==> config.mk <==
export PLATFORM = sky130hd
export DESIGN_NAME = hack_sequencer_flat
export DESIGN_NICKNAME = d
export VERILOG_FILES = /design/src/rtl/hack_mem_if.sv /design/src/rtl/hack_sequencer.sv /design/src/flat_wrapper.sv
export SDC_FILE = /design/constraint.sdc
export NUM_CORES = 1
export LEC_CHECK = 0
export ABC_CLOCK_PERIOD_IN_PS = 2550
export BUFFER_PORTS_ARGS = -buffer_cell sky130_fd_sc_hd__buf_2
export CELL_PAD_IN_SITES_DETAIL_PLACEMENT = 1
export CELL_PAD_IN_SITES_GLOBAL_PLACEMENT = 2
export CORE_MARGIN = 4
export CORE_UTILIZATION = 28
export DETAILED_ROUTE_END_ITERATION = 6
export PLACE_DENSITY_LB_ADDON = 0.1
export SYNTH_ARGS = -nofsm -noshare
export SYNTH_HDL_FRONTEND = slang
export SYNTH_SLANG_ARGS = --single-unit
==> constraint.sdc <==
create_clock -name clk -period 2.55 [get_ports clk]
set_clock_uncertainty 0.15 [all_clocks]
set_input_delay 0.51 -clock clk [delete_from_list [all_inputs] [get_ports clk]]
set_output_delay 0.51 -clock clk [all_outputs]
set_load 0.02 [all_outputs]
==> src/rtl/hack_mem_if.sv <==
// Instruction and data memory ports of the Hack sequencer, bundled as one interface.
// Req/ack: a request holds with address/data stable until the cycle its ack is sampled high; ack may arrive in the first request cycle and is ignored while the request is low.
interface hack_mem_if;
   logic        ireq_o;
   logic [15:0] iaddr_o;
   logic        iack_i;
   logic [15:0] irdata_i;
   logic        dreq_o;
   logic        dwe_o;
   logic [15:0] daddr_o;
   logic [15:0] dwdata_o;
   logic        dack_i;
   logic [15:0] drdata_i;

   modport master (
      output ireq_o, iaddr_o, dreq_o, dwe_o, daddr_o, dwdata_o,
      input  iack_i, irdata_i, dack_i, drdata_i
   );

   modport slave (
      input  ireq_o, iaddr_o, dreq_o, dwe_o, daddr_o, dwdata_o,
      output iack_i, irdata_i, dack_i, drdata_i
   );
endinterface

==> src/rtl/hack_sequencer.sv <==
// Fetch/execute sequencer for the Hack datapath: fetch, optional M read, one-cycle
// execute (enLatch), optional M write, with run/step/halt control and a retire counter.
module hack_sequencer (
   input  logic        clk,
   input  logic        resetb,
   input  logic        start_i,
   input  logic        step_i,
   input  logic        halt_req_i,
   input  logic [15:0] pc_i,
   input  logic [15:0] addressM_i,
   input  logic [15:0] outM_i,
   output logic [15:0] instr_o,
   output logic [15:0] inM_o,
   output logic        enLatch_o,
   output logic        halt_o,
   output logic        running_o,
   output logic        illegal_o,
   output logic [15:0] retired_o,
   output logic [2:0]  dbg_state_o,
   hack_mem_if.master  mem
);

   typedef enum logic [2:0] {
      HALTED = 3'd0,
      FETCH  = 3'd1,
      READ   = 3'd2,
      EXEC   = 3'd3,
      WRITE  = 3'd4
   } state_t;

   state_t      state_q, state_d;
   logic        step_q, step_d;
   logic        halt_pend_q, halt_pend_d;
   logic        illegal_q, illegal_d;
   logic [15:0] instr_q, instr_d;
   logic [15:0] inm_q, inm_d;
   logic [15:0] daddr_q, daddr_d;
   logic [15:0] dwdata_q, dwdata_d;
   logic [15:0] retired_q, retired_d;
   logic        retire;
   logic        ireq, dreq, dwe;

   logic fetch_is_c, fetch_illegal, fetch_uses_m, exec_writes_m;
   assign fetch_is_c    = (mem.irdata_i[15:13] == 3'b111);
   assign fetch_illegal = mem.irdata_i[15] && (mem.irdata_i[14:13] != 2'b11);
   assign fetch_uses_m  = fetch_is_c && mem.irdata_i[12];
   assign exec_writes_m = (instr_q[15:13] == 3'b111) && instr_q[3];

   always_ff @(posedge clk or negedge resetb) begin
      if (!resetb) begin
         state_q     <= HALTED;
         step_q      <= 1'b0;
         halt_pend_q <= 1'b0;
         illegal_q   <= 1'b0;
         instr_q     <= 16'h0000;
         inm_q       <= 16'h0000;
         daddr_q     <= 16'h0000;
         dwdata_q    <= 16'h0000;
         retired_q   <= 16'h0000;
      end else begin
         state_q     <= state_d;
         step_q      <= step_d;
         halt_pend_q <= halt_pend_d;
         illegal_q   <= illegal_d;
         instr_q     <= instr_d;
         inm_q       <= inm_d;
         daddr_q     <= daddr_d;
         dwdata_q    <= dwdata_d;
         retired_q   <= retired_d;
      end
   end

   always_comb begin
      state_d     = state_q;
      step_d      = step_q;
      halt_pend_d = halt_pend_q;
      illegal_d   = illegal_q;
      instr_d     = instr_q;
      inm_d       = inm_q;
      daddr_d     = daddr_q;
      dwdata_d    = dwdata_q;
      retired_d   = retired_q;
      retire      = 1'b0;
      ireq        = 1'b0;
      dreq        = 1'b0;
      dwe         = 1'b0;

      // A halt request seen in the retiring cycle itself still stops the run.
      if (halt_req_i && (state_q != HALTED)) halt_pend_d = 1'b1;

      case (state_q)
         HALTED: begin
            if (halt_req_i) begin
               state_d = HALTED;
            end else if (start_i) begin
               state_d   = FETCH;
               step_d    = 1'b0;
               illegal_d = 1'b0;
            end else if (step_i) begin
               state_d   = FETCH;
               step_d    = 1'b1;
               illegal_d = 1'b0;
            end
         end
         FETCH: begin
            ireq = 1'b1;
            if (mem.iack_i) begin
               instr_d = mem.irdata_i;
               if (fetch_illegal) begin
                  state_d   = HALTED;
                  illegal_d = 1'b1;
               end else if (fetch_uses_m) begin
                  daddr_d = addressM_i;
                  state_d = READ;
               end else begin
                  state_d = EXEC;
               end
            end
         end
         READ: begin
            dreq = 1'b1;
            if (mem.dack_i) begin
               inm_d   = mem.drdata_i;
               state_d = EXEC;
            end
         end
         EXEC: begin
            // addressM/outM are sampled on the same edge A updates, so AM writes the old A.
            if (exec_writes_m) begin
               daddr_d  = addressM_i;
               dwdata_d = outM_i;
               state_d  = WRITE;
            end else begin
               retire = 1'b1;
            end
         end
         WRITE: begin
            dreq = 1'b1;
            dwe  = 1'b1;
            if (mem.dack_i) retire = 1'b1;
         end
         default: state_d = HALTED;
      endcase

      if (retire) begin
         retired_d = retired_q + 16'd1;
         state_d   = (halt_pend_d || step_q) ? HALTED : FETCH;
      end

      if (state_d == HALTED) halt_pend_d = 1'b0;
   end

   assign instr_o      = instr_q;
   assign inM_o        = inm_q;
   assign enLatch_o    = (state_q == EXEC);
   assign halt_o       = (state_q != EXEC);
   assign running_o    = (state_q != HALTED);
   assign illegal_o    = illegal_q;
   assign retired_o    = retired_q;
   assign dbg_state_o  = state_q;

   assign mem.ireq_o   = ireq;
   assign mem.iaddr_o  = pc_i;
   assign mem.dreq_o   = dreq;
   assign mem.dwe_o    = dwe;
   assign mem.daddr_o  = daddr_q;
   assign mem.dwdata_o = dwdata_q;

endmodule
==> src/flat_wrapper.sv <==
// flat-port wrapper written by rule: the top's interface ports become plain ports
module hack_sequencer_flat 
  (clk, resetb, start_i, step_i, halt_req_i, pc_i, addressM_i, outM_i, instr_o, inM_o, enLatch_o, halt_o, running_o, illegal_o, retired_o, dbg_state_o, mem_ireq_o, mem_iaddr_o, mem_dreq_o, mem_dwe_o, mem_daddr_o, mem_dwdata_o, mem_iack_i, mem_irdata_i, mem_dack_i, mem_drdata_i);
  hack_mem_if mem_i ();
  input  logic clk;
  input  logic resetb;
  input  logic start_i;
  input  logic step_i;
  input  logic halt_req_i;
  input  logic [15:0] pc_i;
  input  logic [15:0] addressM_i;
  input  logic [15:0] outM_i;
  output logic [15:0] instr_o;
  output logic [15:0] inM_o;
  output logic enLatch_o;
  output logic halt_o;
  output logic running_o;
  output logic illegal_o;
  output logic [15:0] retired_o;
  output logic [2:0] dbg_state_o;
  output wire logic [$bits(mem_i.ireq_o)-1:0] mem_ireq_o;
  output wire logic [$bits(mem_i.iaddr_o)-1:0] mem_iaddr_o;
  output wire logic [$bits(mem_i.dreq_o)-1:0] mem_dreq_o;
  output wire logic [$bits(mem_i.dwe_o)-1:0] mem_dwe_o;
  output wire logic [$bits(mem_i.daddr_o)-1:0] mem_daddr_o;
  output wire logic [$bits(mem_i.dwdata_o)-1:0] mem_dwdata_o;
  input wire logic [$bits(mem_i.iack_i)-1:0] mem_iack_i;
  input wire logic [$bits(mem_i.irdata_i)-1:0] mem_irdata_i;
  input wire logic [$bits(mem_i.dack_i)-1:0] mem_dack_i;
  input wire logic [$bits(mem_i.drdata_i)-1:0] mem_drdata_i;
  assign mem_ireq_o = mem_i.ireq_o;
  assign mem_iaddr_o = mem_i.iaddr_o;
  assign mem_dreq_o = mem_i.dreq_o;
  assign mem_dwe_o = mem_i.dwe_o;
  assign mem_daddr_o = mem_i.daddr_o;
  assign mem_dwdata_o = mem_i.dwdata_o;
  assign mem_i.iack_i = mem_iack_i;
  assign mem_i.irdata_i = mem_irdata_i;
  assign mem_i.dack_i = mem_dack_i;
  assign mem_i.drdata_i = mem_drdata_i;
  hack_sequencer u_core (.clk(clk), .resetb(resetb), .start_i(start_i), .step_i(step_i), .halt_req_i(halt_req_i), .pc_i(pc_i), .addressM_i(addressM_i), .outM_i(outM_i), .instr_o(instr_o), .inM_o(inM_o), .enLatch_o(enLatch_o), .halt_o(halt_o), .running_o(running_o), .illegal_o(illegal_o), .retired_o(retired_o), .dbg_state_o(dbg_state_o), .mem(mem_i));
endmodule
* Word-level counts from Yosys, hierarchy flattened
Index checks and enable logic that the tools add are counted.
Widths: inputs -> output; s select.
** Word-level totals
- Output and inout port bits :: 106
- Register bits :: 86
- Word-level logic and storage cells :: 76
- Input bits :: 87
** Cells by class
- Bitwise gates (word level) :: 1
- Reduce and logical (&&, ||, !) cells :: 18
- Mux-type cells :: 32
- $add $sub $neg :: 1
- Eq/ne operators :: 15
** Operator list (count)
- $mux 16 :: 4
- $pmux 16 s2 :: 1
- $mux 3 :: 8
- $add 16x1->16 const B :: 1
- $mux 1 :: 16
- $pmux 3 s5 :: 1
- $reduce_and 5->1 :: 2
- $eq 3x3->1 const B :: 3
- $ne 2x2->1 const B :: 4
- $eq 3x2->1 const B :: 2
- $logic_not 3->1 :: 2
- $ne 2x1->1 const B :: 3
- $reduce_and 2->1 :: 3
- $reduce_bool 2->1 :: 3
- $logic_and 1x1->1 :: 4
- $pmux 1 s2 :: 2
- $eq 3x1->1 const B :: 1
- $ne 3x2->1 const B :: 1
- $ne 3x3->1 const B :: 1
- $reduce_and 3->1 :: 1
- $reduce_bool 3->1 :: 1
- $reduce_or 2->1 :: 1
- $logic_or 1x1->1 :: 1
- $not 1->1 :: 1

* Depth between registers and ports, before layout
Gate-level depths: netlist of run 1.
- Depth in word-level cells :: 9
- Mapped depth :: 7
- Mapped depth without buffers :: 5

* Worst setup path after synthesis of run 1
Ideal clock, no wire load.
- Path kind :: register to register
- Start point :: register u_core.state_q[0], in the netlist u_core.dbg_state_o[0]
- End point :: register u_core.daddr_q[10], in the netlist u_core.mem.daddr_o[10]
- Path buffers :: 1
- Setup time :: 125 ps
- Stages on the path, launching flop included :: 5
- Setup slack :: 545 ps
- Required time :: 2275 ps
- Data arrival time :: 1730 ps
- Period minus slack after synthesis :: 2005 ps
- Cells stage by stage :: dfrtp_1 or3b_4 o22ai_4 buf_8 mux2_4
** On the way
- Longest elaborated chain between the ends :: 3
- Elaborated cells between the ends (all ways) :: 9
- Classes of those cells :: eq/ne (6); mux (1); reduce/logical (2)
** Ends and longest elaborated chain
- from (decl) :: RTL line hack_sequencer.sv:31 : state_t state_q, state_d;
- from (signal assigned) :: RTL line hack_sequencer.sv:61 : state_q <= state_d;
- $eq 3x1->1 or $eq 3x2->1 (tied branches) :: RTL line hack_sequencer.sv:91 : case (state_q)
- $ne 2x2->1 (no line), or another cell as far along
- $reduce_and 5->1 (no line)
- to (signal assigned) :: RTL line hack_sequencer.sv:67 : daddr_q <= daddr_d;
- to (decl) :: RTL line hack_sequencer.sv:37 : logic [15:0] daddr_q, daddr_d;
Several ways; a longest one is shown, not always the timed one.
A chain may end at the register's enable or synchronous reset.

* Worst setup path in the final report of run 1
- Start point :: register u_core.state_q[1], in the netlist u_core.dbg_state_o[1]
- End point :: output mem_ireq_o
** On the way
- Longest elaborated chain between the ends :: 2
** Ends and longest elaborated chain
- $eq 3x1->1 :: RTL line hack_sequencer.sv:91
- $mux 1 :: RTL line hack_sequencer.sv:91
- to (decl) :: RTL line flat_wrapper.sv:21 : output wire logic [$bits(mem_i.ireq_o)-1:0] mem_ireq_o;
No other way between the ends.

==> impl_metrics.tcl, run 1 <==
set metrics [dict create \
    cts_buffers 9 \
    hold_viol 0 \
    end_kind "primary output" \
    die_x_um 124 \
    viasPerCell 4.42 \
    yosysTopAreaCell "dfrtp_1" \
    dieArea_mm2 0.0153 \
    wl_per_cell_um 16.1 \
    r2r_slack_ps 480 \
    finalSetupViolCount 0 \
    yosysWarnings 0 \
    syn_avg_cell_area_um2 14.1 \
    place_area_mm2 0.00466 \
    synth_commonest_cells "dfrtp_1 (86), mux2_2 (54), buf_4 (16), nand2_1 (11), xor2_1 (11)" \
    power.internal_mw 3.50 \
    cp.arrival_ps 1570 \
    hold_class "in -> reg" \
    period_needed_ps 2230 \
    synth_compound_area_frac 0.0324 \
    synthToLayoutAreaGrowth_pct 32.2 \
    drive_above_1_share 0.603 \
    netlist_instances 266 \
    postCtsSetupBuffers 0 \
    status "complete, no violations" \
    detail-route-antenna-nets 0 \
    num-nets-final 511 \
    hold_slack_ps 197 \
    place_congestion 0.668 \
    comb_power_share 0.397 \
    final.setup.tns_ps 0 \
    tightestPinTransition_ps 628 \
    cellPowerDensity_mw_per_mm2 1140 \
    grtUsageMet3 0.0509 \
    dp_hpwl_um 7540 \
    dieHeight_um 124 \
    insertion_delay_ps 340 \
    synth_adder_area_share 0.00334 \
    tritoncts "done" \
    dpl.cell_count 583 \
    grt_pass1_wl_um 15000 \
    reg2regPathDepth 4 \
    clkTransAtPathRegs_ps 60 \
    busiest_layer "met2" \
    p_switching_mw 2.14 \
    drc 0 \
    synth_seq_cells 86 \
    p_leak_nw 2.52 \
    clockBufferDepth 2 \
    vdd_ir_drop_max_mv 0.408 \
    fmax_ghz 0.449 \
    synth_area_mm2 0.00374 \
    netlist-cell-type-count 44 \
    cts-root-buf "clkbuf_16" \
    pwr-share-seq 0.384 \
    required_ps 1890 \
    rsz0062_at_grt "no" \
    cts.sinks 86 \
    total_power_mw 5.63 \
    use_met1 0.149 \
    seq_area_frac_synth 0.575 \
    synth_mux_area_frac 0.205 \
    relSlewSlack 0.581 \
    yosysMostFrequentCell "dfrtp_1" \
    rows 41 \
    power.clock.fraction 0.219 \
    synth_ff_type "dfrtp_1" \
    final_cell_area_mm2 0.00495 \
    cts_htree_levels 3 \
    grt_pass1_vias 2811 \
    synth_nets 354 \
    drt_iter0_drc 71 \
    synth-edff-count 0 \
    grt.met2_usage 0.216 \
    synth-xor-area-share 0.0351 \
    initial_utilization 0.291 \
    routed_wl_um 9690 \
    drv_cap 0 \
    synth_top_family_by_area "multiplexers" \
    ys_async_sr_fraction 1.00 \
    vias 2653 \
    setup_slack_ps 320 \
    antenna_found_initial 0 \
    boundaryPins 193 \
    worstHoldPathCells 2 \
    report.final.slew_viol_count 0 \
    io_buffers 160 \
    crit_type "reg -> out" \
    gr-total-overflow 0 \
    synth_area_leaders "dfrtp_1 (57%), mux2_2 (16%), mux2_4 (4.0%)" \
    cp_max_fo 12 \
    antenna_cells 0 \
    final_core_util 0.384 \
    core_area_mm2 0.0129 \
    first_pass_iters 4 \
    p_sw_frac 0.379 \
    cp-start-kind "flip-flop" \
    fin_cells 600 \
    finalCritPeriodShare 0.874 \
    yosys.area_share.simple 0.0973 \
    dp_slack_ps 464 \
    grt_max_degree 46 \
    yosysTopAreaCellShare 0.575 \
    track_usage 0.131 \
]
power groups by stage:
stage	Clock [mW]	Sequential [mW]	Combinational, mW
3_5_place_dp	0	2.21	2.29
4_1_cts	1.29	2.18	2.30
3_3_place_gp	0	2.18	2.26
6_report	1.23	2.16	2.24
2_1_floorplan	0	2.76	0.913
5_1_grt	1.34	2.25	2.43
flip-flops by register name (all words and copies together), names as in the netlist:
register	count
u_core.halt_pend_q	1
u_core.illegal_o	1
u_core.dbg_state_o	3
u_core.inM_o	16
u_core.instr_o	16
u_core.mem.dwdata_o	16
u_core.retired_o	16
u_core.mem.daddr_o	16
u_core.step_q	1
critical path, cell delays in order (launching register included):
cell and delay [ps]:
dfrtp_1 490, or3b_4 460, inv_1 90, buf_2 180
cells in the final DEF (no fill, tap or decap), types with 2 or more instances in the layout:
master and count:
dfrtp_1 86, nand2_1 11, xnor2_1 4, xor2_1 11, nor2_4 2, nor4_1 4, nand4_1 6, o22ai_1 2
buf_2 159, clkbuf_1 2, mux2_2 54, buf_4 9, nand2b_1 2, clkinvlp_4 3, and4_1 3, or3_1 2
nor3_1 4, nand3_1 4, a21boi_1 2, nor2_1 8, clkbuf_16 9, a21oi_1 4, mux2_4 10, inv_1 2
layer usage:
layer	part of all wire	routed length, µm
met5	0	0
met1	0.40	3850
met4	0.019	184
met3	0.10	982
met2	0.48	4660
final timing paths:
| path | from | endpoint |
|---|---|---|
| worst max-delay path | u_core.dbg_state_o[1] | mem_ireq_o |
| max in group asynchronous | resetb | u_core.retired_o[9] |
| min in group asynchronous | resetb | u_core.mem.dwdata_o[5] |
| worst max register to register | u_core.dbg_state_o[1] | u_core.mem.daddr_o[1] |
| worst min-delay path | start_i | u_core.step_q |
| worst min register to register | u_core.retired_o[15] | u_core.retired_o[15] |
logic make-up after synthesis:
| kind of cell | after synthesis |
|---|---|
| flip-flops | 86 |
| multiplexers | 65 |
| AND/OR/NAND/NOR | 57 |
| buffers and inverters | 27 |
| AO/OA/AOI/OAI | 15 |
| XOR/XNOR | 15 |
| adder cells (fa/ha/maj) | 1 |
repair_timing:
action                    in CTS  in global routing
hold endpoints to repair      14                  0
hold buffers                   1                  0
gates resized for setup        0                  0
layout make-up:
cell class	instances	area, µm²
tap	172	215
clock buffer	12	246
clock inverter	4	31.3
sequential	86	2150
inverter	3	11.3
fill	1440	7930
timing repair buffer	170	893
multi-input combinational	153	1400
No activity file was read; power rests on OpenSTA's default activity.
==> run 2: changes to the inputs <==
--- a/config.mk
+++ b/config.mk
@@ -7,10 +7,8 @@
 export LEC_CHECK = 0
 export ABC_CLOCK_PERIOD_IN_PS = 2550
 export BUFFER_PORTS_ARGS = -buffer_cell sky130_fd_sc_hd__buf_2
-export CELL_PAD_IN_SITES_DETAIL_PLACEMENT = 1
-export CELL_PAD_IN_SITES_GLOBAL_PLACEMENT = 2
 export CORE_MARGIN = 4
-export CORE_UTILIZATION = 28
+export CORE_UTILIZATION = 45
 export DETAILED_ROUTE_END_ITERATION = 6
 export PLACE_DENSITY_LB_ADDON = 0.1
 export SYNTH_ARGS = -nofsm -noshare
==> impl_metrics.tcl, run 2 (synthesis results as in run 1) <==
set metrics [dict create \
    initial_utilization 0.460 \
    grt_pass1_wl_um 13700 \
    final_cell_area_mm2 0.00475 \
    crit_type "reg -> out" \
    worstHoldPathCells 2 \
    drive_above_1_share 0.602 \
    n_fill_cell 694 \
    hold_class "in -> reg" \
    finalSetupViolCount 0 \
    final_cell_mix "buf_2 (159), dfrtp_1 (86), mux2_2 (54)" \
    setup_slack_ps 267 \
    core_area_mm2 0.00813 \
    cp_max_fo 12 \
    cts-root-buf "clkbuf_8" \
    drt_iter0_drc 46 \
    multi_input_comb_area_mm2 0.00140 \
    dp_slack_ps 375 \
    relSlewSlack 0.564 \
    cts.sinks 86 \
    detail-route-antenna-nets 0 \
    drv_cap 0 \
    p_leak_nw 2.48 \
    fmax_ghz 0.438 \
    use_met1 0.241 \
    reg2regPathDepth 4 \
    gr-total-overflow 0 \
    grt_pass1_vias 2689 \
    cp-start-kind "flip-flop" \
    final.setup.tns_ps 0 \
    place_congestion 0.796 \
    grt_max_degree 49 \
    period_needed_ps 2280 \
    rows 33 \
    dp_hpwl_um 6200 \
    cts_buffers 9 \
    cellPowerDensity_mw_per_mm2 1110 \
    grtUsageMet3 0.0512 \
    wl_per_cell_um 15.6 \
    busiest_layer "met2" \
    hold_viol 0 \
    clockBufferDepth 2 \
    antenna_found_initial 0 \
    drc 0 \
    cp.arrival_ps 1620 \
    cts_htree_levels 3 \
    required_ps 1890 \
    place_area_mm2 0.00455 \
    vias 2558 \
    status "complete, no violations" \
    rr_startpoint "u_core.dbg_state_o[0]" \
    clkTransAtPathRegs_ps 80 \
    dieHeight_um 99.2 \
    hold_path_startpoint "start_i" \
    vdd_ir_drop_max_mv 0.504 \
    antenna_cells 0 \
    startpoint "u_core.dbg_state_o[0]" \
    finalCritPeriodShare 0.895 \
    routed_wl_um 8240 \
    dieArea_mm2 0.00984 \
    insertion_delay_ps 340 \
    regArea_mm2 0.00215 \
    num-nets-final 508 \
    hold_slack_ps 200 \
    synthToLayoutAreaGrowth_pct 26.9 \
    final_common_cell "buf_2" \
    first_pass_iters 4 \
    io_buffers 160 \
    grt.met2_usage 0.262 \
    cts_resized 0 \
    viasPerCell 4.83 \
    track_usage 0.174 \
    report.final.slew_viol_count 0 \
    boundaryPins 193 \
    tritoncts "done" \
    rsz0062_at_grt "no" \
    end_kind "primary output" \
    tightestPinTransition_ps 654 \
    die_x_um 99.2 \
]
run 2: changes by cell type in the layout (fill, tap and decap cells not counted), sizes merged:
cell,delta
inv,-1
clkinv,+2
clkbuf,+1
clkinvlp,-2
buf,-3
run 2: final timing paths:
| path | to | slack, ps |
|---|---|---|
| hold / removal | u_core.step_q | 200 |
| setup / recovery | mem_ireq_o | 270 |
| hold reg to reg | u_core.retired_o[15] | 310 |
| min in group asynchronous | u_core.mem.daddr_o[15] | 530 |
| setup reg to reg | u_core.mem.daddr_o[5] | 440 |
| max in group asynchronous | u_core.instr_o[9] | 1100 |
run 2: area by class of cell:
type / count / area share
Clock buffer: 13 / 0.0356
Clock inverter: 3 / 0.00369
Inverter: 3 / 0.00237
Multi-Input combinational cell: 153 / 0.294
Sequential cell: 86 / 0.453
Tap cell: 105 / 0.0277
Timing Repair Buffer: 167 / 0.183
run 2: through the flow:
step	std cells	utilization	total power, mW
2_1_floorplan	266	-	3.67
3_3_place_gp	513	0.560	4.38
3_5_place_dp	513	0.560	4.42
4_1_cts	530	0.584	5.32
5_1_grt	530	0.584	5.59
6_report	530	0.584	5.26
run 2: timing repair:
action | in CTS | in global routing
hold buffers | 1 | 0
buffers inserted | 0 | 0
endpoints found under the hold margin | 36 | 0
run 2: power by group:
part / switching [mW] / leakage, nW / total, mW / internal (mW)
combinational: 1.26 / 1.31 / 2.20 / 0.942
sequential: 0.314 / 1.08 / 2.17 / 1.85
clock: 0.459 / 0.0954 / 0.891 / 0.432
run 2: metal layers:
layer | vias to the layer above | share of wire
met2 | 112 | 0.45
met3 | 6 | 0.091
met5 | - | 0
met4 | 0 | 0.0074
li1 | 1236 | -
met1 | 1204 | 0.45
run 2: worst max-delay path: stages, from the launching register on:
cell and delay (ps):
dfrtp_1 550, or3b_4 470, inv_1 90, buf_2 170
==> run 3: changes to the inputs <==
--- a/config.mk
+++ b/config.mk
@@ -7,10 +7,13 @@
 export LEC_CHECK = 0
 export ABC_CLOCK_PERIOD_IN_PS = 2550
 export BUFFER_PORTS_ARGS = -buffer_cell sky130_fd_sc_hd__buf_2
+export CAP_MARGIN = 20
+export CORE_ASPECT_RATIO = 1.25
 export CORE_MARGIN = 4
 export CORE_UTILIZATION = 45
 export DETAILED_ROUTE_END_ITERATION = 6
 export PLACE_DENSITY_LB_ADDON = 0.1
+export RECOVER_POWER = 25
 export SYNTH_ARGS = -nofsm -noshare
 export SYNTH_HDL_FRONTEND = slang
 export SYNTH_SLANG_ARGS = --single-unit
==> impl_metrics.tcl, run 3 (synthesis results as in run 1) <==
set metrics [dict create \
    status "complete, no violations" \
    relSlewSlack 0.213 \
    worstHoldPathCells 2 \
    cp.arrival_ps 1600 \
    first_pass_iters 4 \
    tightestPinTransition_ps 1180 \
    routed_wl_um 8170 \
    grt_max_degree 49 \
    cp_slowest_cell "dfrtp_1" \
    fmax_ghz 0.443 \
    wl_per_cell_um 15.7 \
    cts-root-buf "clkbuf_8" \
    dieHeight_um 110 \
    synthToLayoutAreaGrowth_pct 28.0 \
    drc 0 \
    cpLargestDelayFamily "flip-flops" \
    final_common_cell "buf_2" \
    met3_wirelength_um 714 \
    initial_utilization 0.470 \
    rows 36 \
    rsz0062_at_grt "no" \
    antenna_cells 0 \
    cts_hold_buf 0 \
    finalCritPeriodShare 0.886 \
    cp_num_cells 3 \
    viasPerCell 5.04 \
    dp_hpwl_um 6310 \
    hold_class "in -> reg" \
    period_needed_ps 2260 \
    grt_pass1_wl_um 12400 \
    finalSetupViolCount 0 \
    wl_met2_um 4080 \
    insertion_delay_ps 350 \
    core_area_mm2 0.00797 \
    cellPowerDensity_mw_per_mm2 1150 \
    reg2regPathDepth 4 \
    gr-total-overflow 0 \
    dieArea_mm2 0.00985 \
    end_kind "primary output" \
    cts_htree_levels 3 \
    place_area_mm2 0.00455 \
    vdd_ir_drop_max_mv 0.632 \
    grt_pass1_vias 2554 \
    detail-route-antenna-nets 0 \
    top_layer "met4" \
    fin_cells 520 \
    cp_max_fo 12 \
    cpPeakStageDelay_ps 510 \
    tritoncts "done" \
    postCtsSetupBuffers 0 \
    crit_type "reg -> out" \
    drt_iter0_drc 65 \
    n_fill_cell 680 \
    cp-start-kind "flip-flop" \
    report.final.slew_viol_count 0 \
    drv_cap 0 \
    cts_resized 0 \
    io_buffers 160 \
    final_cell_mix "buf_2 (159), dfrtp_1 (86), mux2_2 (54)" \
    clkTransAtPathRegs_ps 80 \
    place_congestion 0.727 \
    crit_buf_inv 2 \
    boundaryPins 193 \
    dpl.cell_count 504 \
    m1WireLength_um 3250 \
    vias 2620 \
    required_ps 1890 \
    drive_above_1_share 0.605 \
    cts.sinks 86 \
    cts_buffers 9 \
    p_leak_nw 2.50 \
    final.setup.tns_ps 0 \
    track_usage 0.166 \
    die_x_um 89.6 \
    num-nets-final 508 \
    final_cell_area_mm2 0.00479 \
    hold_viol 0 \
    clockBufferDepth 2 \
    antenna_found_initial 0 \
    crit_chain "or3b_4 > inv_1 > buf_2" \
]
==> run 3: worst reg2reg max path, stage by stage (launching register included) <==
cell and delay [ps]:
dfrtp_1 510, or3b_4 470, o22ai_4 170, buf_4 300, mux2_2 380
==> run 3: worst paths after layout <==
check	from	slack, ps	to
worst max-delay path	u_core.dbg_state_o[1]	290	mem_ireq_o
worst min-delay path	start_i	190	u_core.step_q
worst max register to register	u_core.dbg_state_o[1]	470	u_core.mem.daddr_o[2]
worst min register to register	u_core.retired_o[15]	310	u_core.retired_o[15]
max in group asynchronous	resetb	1220	u_core.retired_o[12]
min in group asynchronous	resetb	230	u_core.mem.dwdata_o[11]
==> run 3: final cells by class <==
class / instances / area [µm²] / area share
Timing Repair Buffer: 167 / 866 / 0.181
Sequential cell: 86 / 2150 / 0.449
Inverter: 3 / 11.3 / 0.00235
Multi-Input combinational cell: 153 / 1400 / 0.292
Clock buffer: 11 / 141 / 0.0295
Clock inverter: 5 / 106 / 0.0222
Tap cell: 95 / 119 / 0.0248
==> run 3: through the flow <==
step	hold slack, ps	power, mW	worst slack (ps)	utilization
2_1_floorplan	64.4	3.67	545	-
3_3_place_gp	305	4.37	517	0.570
6_report	195	5.51	291	0.601
5_1_grt	197	5.85	197	0.601
4_1_cts	23.8	5.59	265	0.602
3_5_place_dp	306	4.43	449	0.570
==> run 3: layer usage <==
metal / global-route usage / vias up
met2: 0.271 / 97
li1: - / 1242
met5: 0 / -
met1: 0.201 / 1263
met4: 0.0617 / 0
met3: 0.0565 / 18
==> run 3: power by group <==
| part | switching, mW | total [mW] | internal [mW] |
|---|---|---|---|
| logic | 1.27 | 2.21 | 0.943 |
| registers | 0.293 | 2.15 | 1.85 |
| clock network | 0.477 | 1.16 | 0.680 |
| total | 2.04 | 5.51 | 3.48 |
